<file path="src/rtl/mem_port_arbiter.sv">
// mem_port_arbiter: round-robin arbiter of NUM_PORTS CPU requesters onto one request/ready memory port
// Ports:
//    aclk, reset                      clock and synchronous active-high reset
//    port_req/write/addr/wdata/size   packed per-port requests, port i at slice i
//    port_done, port_err, port_rdata  one-cycle completion pulse for the granted port, timeout flag, read data
//    port_continue                    per-port stall release, ~port_req | port_done
//    mem_*                            level request with latched fields; ready/finished strobes back
module mem_port_arbiter #(
   parameter int NUM_PORTS      = 2,
   parameter int ADDR_W         = 64,
   parameter int DATA_W         = 64,
   parameter int TIMEOUT_CYCLES = 1024
) (
   input  logic                          aclk,
   input  logic                          reset,
   input  logic [NUM_PORTS-1:0]          port_req,
   input  logic [NUM_PORTS-1:0]          port_write,
   input  logic [NUM_PORTS*ADDR_W-1:0]   port_addr,
   input  logic [NUM_PORTS*DATA_W-1:0]   port_wdata,
   input  logic [NUM_PORTS*2-1:0]        port_size,
   output logic [NUM_PORTS-1:0]          port_done,
   output logic                          port_err,
   output logic [DATA_W-1:0]             port_rdata,
   output logic [NUM_PORTS-1:0]          port_continue,
   output logic                          mem_read_request,
   output logic                          mem_write_request,
   output logic [ADDR_W-1:0]             mem_address,
   output logic [DATA_W-1:0]             mem_wdata,
   output logic [1:0]                    mem_size,
   input  logic                          mem_read_ready,
   input  logic [DATA_W-1:0]             mem_rdata,
   input  logic                          mem_write_finished
);
   localparam int PW = $clog2(NUM_PORTS);
   localparam int CW = TIMEOUT_CYCLES > 1 ? $clog2(TIMEOUT_CYCLES) : 1;
   typedef enum logic [1:0] {IDLE, WAIT, DONE} state_t;
   state_t state, state_nxt;
   logic [PW-1:0] rr_ptr, grant, pick, idx;
   logic [CW-1:0] cnt;
   logic wr, cmp, tmo;
   // scan downward in offset so the set bit closest above rr_ptr wins
   always_comb begin
      pick = '0;
      idx = '0;
      for (int i = NUM_PORTS - 1; i >= 0; i--) begin
         idx = PW'((int'(rr_ptr) + i) % NUM_PORTS);
         if (port_req[idx]) pick = idx;
      end
   end
   always_comb begin
      cmp = wr ? mem_write_finished : mem_read_ready;
      tmo = (TIMEOUT_CYCLES != 0) && (cnt == CW'(TIMEOUT_CYCLES - 1));
      state_nxt = state == IDLE ? (|port_req ? WAIT : IDLE) :
                  state == WAIT ? (cmp || tmo ? DONE : WAIT) : IDLE;
   end
   always_ff @(posedge aclk)
      if (reset) state <= IDLE;
      else state <= state_nxt;
   always_ff @(posedge aclk)
      if (reset) begin
         rr_ptr <= '0;
         grant <= '0;
         wr <= 1'b0;
         cnt <= '0;
         mem_address <= '0;
         mem_wdata <= '0;
         mem_size <= '0;
         port_err <= 1'b0;
         port_rdata <= '0;
      end else begin
         if (state == IDLE && |port_req) begin
            grant <= pick;
            wr <= port_write[pick];
            mem_address <= port_addr[pick*ADDR_W +: ADDR_W];
            mem_wdata <= port_wdata[pick*DATA_W +: DATA_W];
            mem_size <= port_size[pick*2 +: 2];
         end
         if (state == WAIT) begin
            cnt <= cnt + 1'b1;
            // completion beats a coincident timeout
            if (cmp) begin
               port_rdata <= wr ? '0 : mem_rdata;
               port_err <= 1'b0;
            end else if (tmo) begin
               port_rdata <= '0;
               port_err <= 1'b1;
            end
         end
         if (state == DONE) begin
            rr_ptr <= grant == PW'(NUM_PORTS - 1) ? '0 : grant + 1'b1;
            cnt <= '0;
         end
      end
   assign port_done = {{(NUM_PORTS-1){1'b0}}, state == DONE} << grant;
   assign port_continue = ~port_req | port_done;
   assign mem_read_request = state == WAIT && !wr;
   assign mem_write_request = state == WAIT && wr;
endmodule

</file>
<file path="config.mk">
export PLATFORM = sky130hd
export DESIGN_NAME = mem_port_arbiter
export DESIGN_NICKNAME = d
export VERILOG_FILES = /design/src/rtl/mem_port_arbiter.sv
export SDC_FILE = /design/constraint.sdc
export NUM_CORES = 1
export LEC_CHECK = 0
export CAP_MARGIN = 20
export CORE_AREA = 2 2 205 207
export DETAILED_ROUTE_END_ITERATION = 12
export DIE_AREA = 0 0 207 209
export PLACE_DENSITY = 0.62
export SETUP_SLACK_MARGIN = 0.15
export SYNTH_ARGS = -nofsm -noshare
export SYNTH_HDL_FRONTEND = slang
export SYNTH_SLANG_ARGS = --single-unit
</file>
<file path="constraint.sdc">
create_clock -name aclk -period 3.6 [get_ports aclk]
set_input_delay 0.36 -clock aclk [delete_from_list [all_inputs] [get_ports aclk]]
set_output_delay 0.36 -clock aclk [all_outputs]
set_load 0.005 [all_outputs]
</file>
After elaboration in Yosys (flattened, before gate mapping)
Index checks and enable logic that the tools add are counted.

Register bits: 210. Input port bits: 332. Logic and storage cells: 54.

Add/subtract/negate cells: 3. $lt $le $gt $ge: 3. Equal/unequal tests: 3. Shift-type cells: 4. Mux-type cells: 19. Bitwise logic cells: 2. Reduce and logical (&&, ||, !) cells: 10.

Operators by type and width (number): $shiftx 128x8->64 (2); $mux 64 (3); $mux 1 (13); $add 10x1->10 const B (1); $eq 10x10->1 const B (1); $lt 1x2->1 const B (3); $mux 2 (3); $reduce_or 2->1 (2); $shiftx 4x3->2 (1); $logic_and 1x1->1 (3); $add 1x1->1 const B (2); $eq 2x1->1 const B (1); $eq 2x2->1 const B (1); $logic_not 2->1 (1); $not 2->2 (1); $or 2x2->2 (1); $reduce_and 2->1 (1); $reduce_bool 2->1 (1); $shl 1x1->2 (1); $logic_not 1->1 (1); $logic_or 1x1->1 (1).

Logic depth before layout (Yosys ltp)
Gate-level depths: netlist of the first run.

Depth in word-level cells: 7. Gate-level depth with buffers: 8. Mapped depth without buffers: 4.

Worst setup path after synthesis of the first run
OpenSTA, ideal clock, no wires.

Path kind: input-to-reg. From: input port_req[1]. To: register mem_address[0]. Library setup time: 0.089 ns. Arrival: 1.551 ns. Data required time: 3.511 ns. Setup slack: 1.960 ns. Cell stages on the path: 8. Buffers on the path: 5. Cell sequence: buf_2 or2_1 buf_2 and2_4 buf_6 buf_6 buf_6 a311oi_2.

Longest elaborated chain between the ends: 5. Elaborated cells on any way between the ends: 9. Those cells by class: shift (1); mux (6); reduce/logical (2).

RTL lines: from (decl) (line 16) `input logic [NUM_PORTS-1:0] port_req,`; $mux 1 (not written as such) (2 in a row) (line 47) `if (port_req[idx]) pick = idx;`; $mux 1 (2 in a row) (line 47); $shiftx 128x8->64 (line 74) `mem_address <= port_addr[pick*ADDR_W +: ADDR_W];`; to (signal assigned) (line 74); to (decl) (line 27) `output logic [ADDR_W-1:0] mem_address,`.

Parallel ways exist; a longest one is shown, timed or not. The select of a mux whose other input is x is not followed. A chain may end at the register's enable or synchronous reset.

Worst setup path after layout of the first run
From: register state[1]. To: output port_continue[1].

Longest elaborated chain between the ends: 3.

RTL lines: from (decl) (line 37) `state_t state, state_nxt;`; from (signal assigned) (line 58) `else state <= state_nxt;`; $eq 2x2->1 (line 94) `assign port_done = {{(NUM_PORTS-1){1'b0}}, state == DONE} << grant;`; $shl 1x1->2 (line 94); $or 2x2->2 (line 95) `assign port_continue = ~port_req | port_done;`; to (decl) (line 24) `output logic [NUM_PORTS-1:0] port_continue,`.

Every way passes these cells.

==> results of run 1 <==
[routing by layer]
layer	share of wire (%)	vias up	wire (microns)
met1	42	5438	18000
met5	0.069	-	30
met2	47	451	20200
li1	-	5340	-
met3	8.5	66	3670
met4	2.9	4	1240
[power by group through the flow]
stage | Clock [mW] | Sequential (mW) | Combinational [mW]
detailed placement | 0 | 2.77 | 2.05
global route | 3.03 | 2.75 | 2.19
finish | 2.85 | 2.72 | 2.04
floorplan | 0 | 2.76 | 0.954
global placement | 0 | 2.76 | 2.03
CTS | 2.93 | 2.72 | 2.06
[critical path, stage by stage, from the launching register on]
cell and delay, ps:
sky130_fd_sc_hd__dfxtp_1 600, sky130_fd_sc_hd__nor2b_1 320, sky130_fd_sc_hd__and2_1 250, sky130_fd_sc_hd__nand2b_1 130
sky130_fd_sc_hd__clkdlybuf4s50_1 500
[flip-flops by register name, summed over array words and instances (netlist names), 2 cells and up]
signal       flops
mem_size         2
mem_wdata       64
mem_address     64
state            2
cnt             10
port_rdata      64
[worst max-delay path by stage]
stage / startpoint / endpoint / cells after the start
after floorplan: port_req[1] / mem_address[0]$_SDFFE_PP0P_ / 8
after global placement: port_req[0] / mem_address[59]$_SDFFE_PP0P_ / 5
after detailed placement: port_req[0] / mem_wdata[33]$_SDFFE_PP0P_ / 5
after CTS: state[1]$_SDFF_PP0_ / port_continue[0] / 3
after global routing: state[1]$_SDFF_PP0_ / port_continue[1] / 4
final: state[1]$_SDFF_PP0_ / port_continue[1] / 4
[metrics by stage]
stage          hold WS [ps]  cells
6_report                191   2149
5_1_grt                 210   2149
4_1_cts                 164   2147
3_5_place_dp            448   2099
3_3_place_gp            441   2099
2_1_floorplan           443   1171
[area by class of cell]
cell class                 instances  area, sq um  share of cell area, %
multi-input combinational        792         5580                   32.9
antenna                            2         5.00                 0.0295
clock inverter                    11          155                  0.914
inverter                           5         20.0                  0.118
sequential                       210         4200                   24.8
clock buffer                      37          783                   4.61
timing repair buffer             553         5560                   32.7
tap                              539          674                   3.97
[kinds of logic after synthesis]
kind of cell / count (synthesis)
compound gates: 477
buf+inv: 169
fa+ha+maj: 1
mux: 6
flops: 210
simple gates: 308
[cells in the final DEF, fill, tap and decap left out, types with 4 or more instances in the layout]
| cell | instances |
|---|---|
| sky130_fd_sc_hd__dfxtp_1 | 210 |
| sky130_fd_sc_hd__o21ai_0 | 136 |
| sky130_fd_sc_hd__a21oi_1 | 139 |
| sky130_fd_sc_hd__clkbuf_8 | 7 |
| sky130_fd_sc_hd__a311oi_2 | 80 |
| sky130_fd_sc_hd__or3_1 | 6 |
| sky130_fd_sc_hd__nand4_1 | 65 |
| sky130_fd_sc_hd__nand3b_1 | 132 |
| sky130_fd_sc_hd__o31ai_1 | 65 |
| sky130_fd_sc_hd__buf_4 | 16 |
| sky130_fd_sc_hd__clkbuf_16 | 27 |
| sky130_fd_sc_hd__mux2i_1 | 5 |
| sky130_fd_sc_hd__nand3_1 | 8 |
| sky130_fd_sc_hd__buf_12 | 6 |
| sky130_fd_sc_hd__bufinv_16 | 4 |
| sky130_fd_sc_hd__nand2b_1 | 4 |
| sky130_fd_sc_hd__a311oi_1 | 51 |
| sky130_fd_sc_hd__nand2_1 | 70 |
| sky130_fd_sc_hd__clkinv_2 | 8 |
| sky130_fd_sc_hd__clkdlybuf4s50_1 | 530 |
==> metrics, run 1 <==
worst vdd rail ir drop=0.287 mV; worst reg2reg startpoint=state[0]$_SDFF_PP0_; Peak Freq=371 MHz; simple-gate area share of the yosys netlist=18.2%; top-level port count=533; capturing point of the worst reg2reg path=port_rdata[53]$_SDFFE_PP0P_; drt total wl=43.2 mm; proportion of total power due to net switching=28.5%; internal power component=5.44 mW; most common cell in the synthesized netlist=sky130_fd_sc_hd__dfxtp_1; arithmetic-cell share of the synthesized area counting full adders, half adders and majority gates=0.119%; Die ar.=43300 sq um; number of pins exceeding their max-slew limit in the final report=0; fraction of final layout cells sized beyond drive strength 1=9.95%; Clock power frac=37.5%; maximum fanout along the worst path=10; leakage power total=5.44 nW; Tot GR Track Use=18.6%; Total Power Consumption=7.61 mW; Hold WC Path Type=input pin to flip-flop; sequential element share of the synthesized area=40.1%; GR Layer Usage met1=23.1%; setup slack, reg-to-reg=1550 ps; Post-Place Cell Area=16000 sq um; Post-synth top flop=sky130_fd_sc_hd__dfxtp_1; share of power burned in combinational logic=26.8%; number of nets in the finished design=1921; share of the core filled with cells in the final layout=41.1%; source of the worst hold timing path=port_req[1]; number of flip-flops and latches in the synthesized netlist=210; r2r worst-path depth=4; CTS Buf Count=26; Port Buffer Count=532; average wire per standard cell=20.1 microns; DP Worst Slack=1310 ps; number of setup buffers added after CTS=0; pin count of the biggest net entering global routing=145; largest cells by area after synthesis=sky130_fd_sc_hd__dfxtp_1 40%, sky130_fd_sc_hd__a311oi_2 11%, sky130_fd_sc_hd__nand3b_1 9.4%; portion of synthesized cell area occupied by the leading cell type=40.1%; net count after synthesis=1504; final hold violation count=0; power spent charging and discharging nets=2.17 mW; unrepaired setup endpoints after global routing=false; clock insertion delay at the later pin of the skew report=540 ps; Area growth, synth to finish=61.9%; cell area after synthesis=10500 sq um; post-route cell area=17000 sq um; pin slew with the least headroom to its limit=913 ps; clock root buffer=sky130_fd_sc_hd__clkbuf_16; data required time of the critical path=3240 ps; global-route wire length before repair=65.2 mm; compound-gate portion of the synthesized area=34.0%; post-synthesis cell type with the largest combined area=sky130_fd_sc_hd__dfxtp_1; GR Overflow Total=0; run status=completed; Layout Skew=8.64 ps; Antenna Violating Nets Remaining=0; Filler Cell Count=4054; fraction of registers with async set/reset=0%; crit share post-route=74.9%; Yosys cell types=39; final critical-path setup slack=904 ps; final-report setup violation count=0; power share of the sequential group=35.8%; kind of end point of the critical path=primary output; number of levels the H-tree was split into=1; placeable core region=41300 sq um; gr busiest metal=met2; crit path DAT=2340 ps; routability congestion estimate=0.771; TritonCTS clock tree=done; XOR/XNOR share of the synthesized area=0%; final period demand of the worst path=2700 ps; sum of net half-perimeters after detailed placement=28.6 mm; hold depth=3; count of flip-flops with a built-in enable after synthesis=0; mean area per synthesized cell=8.96 sq um; summed negative setup slack over all endpoints=0 ps; vias in the first global route=10922; M3 GR Usage=5.92%; number of warning messages in the yosys log=0; starting density of the core=25.4%; die extent in y=209 microns; maximum number of buffers from clock root to sink=3; max-cap viol count=0; Power Density=448 nW/um^2; most numerous cell types in the synthesized netlist=210 x sky130_fd_sc_hd__dfxtp_1, 139 x sky130_fd_sc_hd__a21oi_1, 136 x sky130_fd_sc_hd__o21ai_0; number of placement rows=75; die width=207 microns; clock transition at the registers of the reported paths=60 ps; combinational family with the most area after synthesis=compound AO/OA/AOI/OAI gates; terminating pin of the worst hold path=grant$_SDFFE_PP0P_; clock net sink count=210; Startpoint Class=flip-flop; final routed DRC violation total=0; number of antenna violations at the first check in global routing=4; length of the first detailed-routing pass in iterations=5; Setup Crit Path Kind=flip-flop to primary output; quantity of gates resized following cts=0; number of hold buffers added after CTS=0; mux share of post-synthesis cell area=0.585%; routed via count divided by cell count=5.26; initial drt markers=755; instance count of the mapped netlist=1171; worst slew slack as a fraction of its limit=39.2%; met2 routing resource usage after global routing=30.4%; Via Count=11299
(Power assumes the default switching activity.)
==> run 2, diff against run 1 <==
Settings changed: CORE_AREA 2 2 205 207 to 2 2 206 208, DIE_AREA 0 0 207 209 to 0 0 208 210, PLACE_DENSITY 0.62 to 0.61.
Clock period 3.6 ns to 2.5 ns, I/O delays scaled along.
==> run 2 against run 1 <==
  * Clock skew up 17 ps
  * Worst setup slack worse by 690 ps
  * Combinational power up 48%
  * Design area up 0.47%
  * Wire length up 2.0%
  * Register-to-register slack worse by 960 ps
  * Critical path type unchanged
  * Largest cell class is now non-clock buffers
  * Largest power group is now sequential cells
==> metrics, run 2 (same netlist as run 1, synthesis figures left out) <==
starting density of the core=25.3% (-0.11 points); power spent charging and discharging nets=3.15 mW (+45%); length of the first detailed-routing pass in iterations=7 (+2); share of power burned in combinational logic=28.2% (+1.4 points); maximum fanout along the worst path=10 (unchanged); Filler Cell Count=4102 (+1.2%); sum of net half-perimeters after detailed placement=29.8 mm (+4.2%); r2r worst-path depth=4 (unchanged); pin slew with the least headroom to its limit=695 ps (-218 ps); Antenna Violating Nets Remaining=0 (unchanged); DP Worst Slack=463 ps (-845 ps); leakage power total=5.45 nW (+0.21%); setup slack, reg-to-reg=590 ps (-960 ps); unrepaired setup endpoints after global routing=true; worst vdd rail ir drop=0.402 mV (+40%); hold_ws=146 ps (-45.2 ps); worst slew slack as a fraction of its limit=53.7% (+15 points); run status=completed; Layout Skew=25.9 ps (+17.2 ps); number of nets in the finished design=1926 (+0.26%); Layout Cells excl Fill=2150 (+0.047%); final routed DRC violation total=0 (unchanged); number of antenna violations at the first check in global routing=1 (-3); internal power component=7.52 mW (+38%); leading cell types in the layout, fill and taps excluded=530 x sky130_fd_sc_hd__clkdlybuf4s50_1, 208 x sky130_fd_sc_hd__dfxtp_1, 139 x sky130_fd_sc_hd__a21oi_1; GR Overflow Total=0 (unchanged); power share of the sequential group=36.7% (+0.9 points); placeable core region=41500 sq um (+0.45%); proportion of total power due to net switching=29.5% (+1.0 points); drt total wl=44.0 mm (+2.0%); Via Count=11332 (+0.29%); vias in the first global route=11177 (+2.3%); clock insertion delay at the later pin of the skew report=550 ps (about the same); TritonCTS clock tree=done; initial drt markers=820 (+8.6%); number of levels the H-tree was split into=1 (unchanged); commonest non-fill, non-tap cell in the layout=sky130_fd_sc_hd__clkdlybuf4s50_1; worst reg2reg startpoint=wr$_SDFFE_PP0P_; area taken by flip-flops and latches=4210 sq um (about the same); Hold WC Path Type=input pin to flip-flop; top-level port count=533 (unchanged); count of placed standard cells including taps=2104 (+0.24%); clock net sink count=210 (unchanged); number of placement rows=75 (unchanged); max-cap viol count=0 (unchanged); Post-Place Cell Area=16200 sq um (+1.1%); routed via count divided by cell count=5.27 (+0.25%); source of the worst hold timing path=port_req[1]; clock root buffer=sky130_fd_sc_hd__clkbuf_16; Clock power frac=35.1% (-2.4 points); die extent in y=210 microns (+0.48%); global-route wire length before repair=66.8 mm (+2.4%); crit path DAT=2040 ps (-300 ps); Peak Freq=437 MHz; final hold violation count=0 (unchanged); summed negative setup slack over all endpoints=0 ps (unchanged); clock transition at the registers of the reported paths=60 ps (about the same); final period demand of the worst path=2290 ps; Setup Crit Path Kind=flip-flop to primary output; capturing point of the worst reg2reg path=port_rdata[5]$_SDFFE_PP0P_; final-report setup violation count=0 (unchanged); average wire per standard cell=20.5 microns (+1.9%); CTS Buf Count=26 (unchanged); hold depth=3 (unchanged); post-route cell area=17100 sq um (+0.47%); Die ar.=43700 sq um (+0.96%); die width=208 microns (+0.48%); Top Registers=mem_address (64), mem_wdata (64), port_rdata (64); Power Density=626 nW/um^2 (+40%); Area growth, synth to finish=62.7%; number of pins exceeding their max-slew limit in the final report=0 (unchanged); Tot GR Track Use=18.9% (+0.30 points); terminating pin of the worst hold path=grant$_SDFFE_PP0P_; fraction of final layout cells sized beyond drive strength 1=10.1% (+0.17 points); pin count of the biggest net entering global routing=117 (-19%); total area of multi-input combinational cells=5590 sq um (+0.18%); kind of end point of the critical path=primary output; Port Buffer Count=532 (unchanged); crit share post-route=91.5%; Startpoint Class=flip-flop; routability congestion estimate=0.783 (+1.7%); maximum number of buffers from clock root to sink=3 (unchanged); final critical-path setup slack=212 ps (-692 ps); number of setup buffers added after CTS=0 (unchanged); data required time of the critical path=2250 ps (-990 ps)
[run 2: how the worst max path moves through the flow]
stage	cells past startpoint	end	start	slack, ps
global route	4	port_continue[1]	state[1]$_SDFF_PP0_	90
detailed placement	5	port_rdata[53]$_SDFFE_PP0P_	mem_read_ready	460
finish	4	port_continue[1]	state[1]$_SDFF_PP0_	210
global placement	4	port_continue[1]	state[1]$_SDFF_PP0_	500
floorplan	6	port_rdata[22]$_SDFFE_PP0P_	cnt[0]$_SDFFE_PP0N_	920
CTS	4	port_continue[1]	state[1]$_SDFF_PP0_	100
[run 2: critical path, cell delays in order, from the launching register on]
cell	delay, ps
sky130_fd_sc_hd__dfxtp_2	460
sky130_fd_sc_hd__nor2b_4	240
sky130_fd_sc_hd__and2_1	180
sky130_fd_sc_hd__nand2b_1	120
sky130_fd_sc_hd__clkdlybuf4s50_1	510
[run 2: per-layer routing]
| layer | GRT usage, % | wire [microns] | vias up |
|---|---|---|---|
| met5 | 0 | 0 | - |
| li1 | - | - | 5342 |
| met3 | 5.88 | 3470 | 78 |
| met1 | 24.1 | 18600 | 5464 |
| met2 | 30.3 | 20400 | 448 |
| met4 | 6.29 | 1510 | 0 |
[run 2: power groups by stage]
stage,Combinational (mW),Clock [mW],Sequential [mW]
detailed placement,3.02,0,3.98
global route,3.23,3.98,3.96
floorplan,1.37,0,3.97
CTS,3.04,3.84,3.92
global placement,3.00,0,3.98
finish,3.01,3.75,3.92
[run 2: final cells by class]
cell class,instances,share of cell area (%)
multi-input combinational,792,32.8
clock inverter,7,0.389
clock buffer,38,4.50
timing repair buffer,558,33.6
sequential,210,24.7
inverter,5,0.117
antenna,1,0.0147
tap,539,3.95
[run 2: what timing repair did]
| item | 4_1_cts | 5_1_grt |
|---|---|---|
| pin swaps | 0 | 0 |
| endpoints found under the setup margin | 4 | 3 |
| hold buffers | 0 | 0 |
| gates resized for setup | 3 | 2 |
[run 2: metrics by stage]
step	util, %	power [mW]
6_report	41.1	10.7
5_1_grt	41.1	11.2
4_1_cts	41.1	10.8
3_5_place_dp	39.1	7.00
3_3_place_gp	39.1	6.98
2_1_floorplan	-	5.34
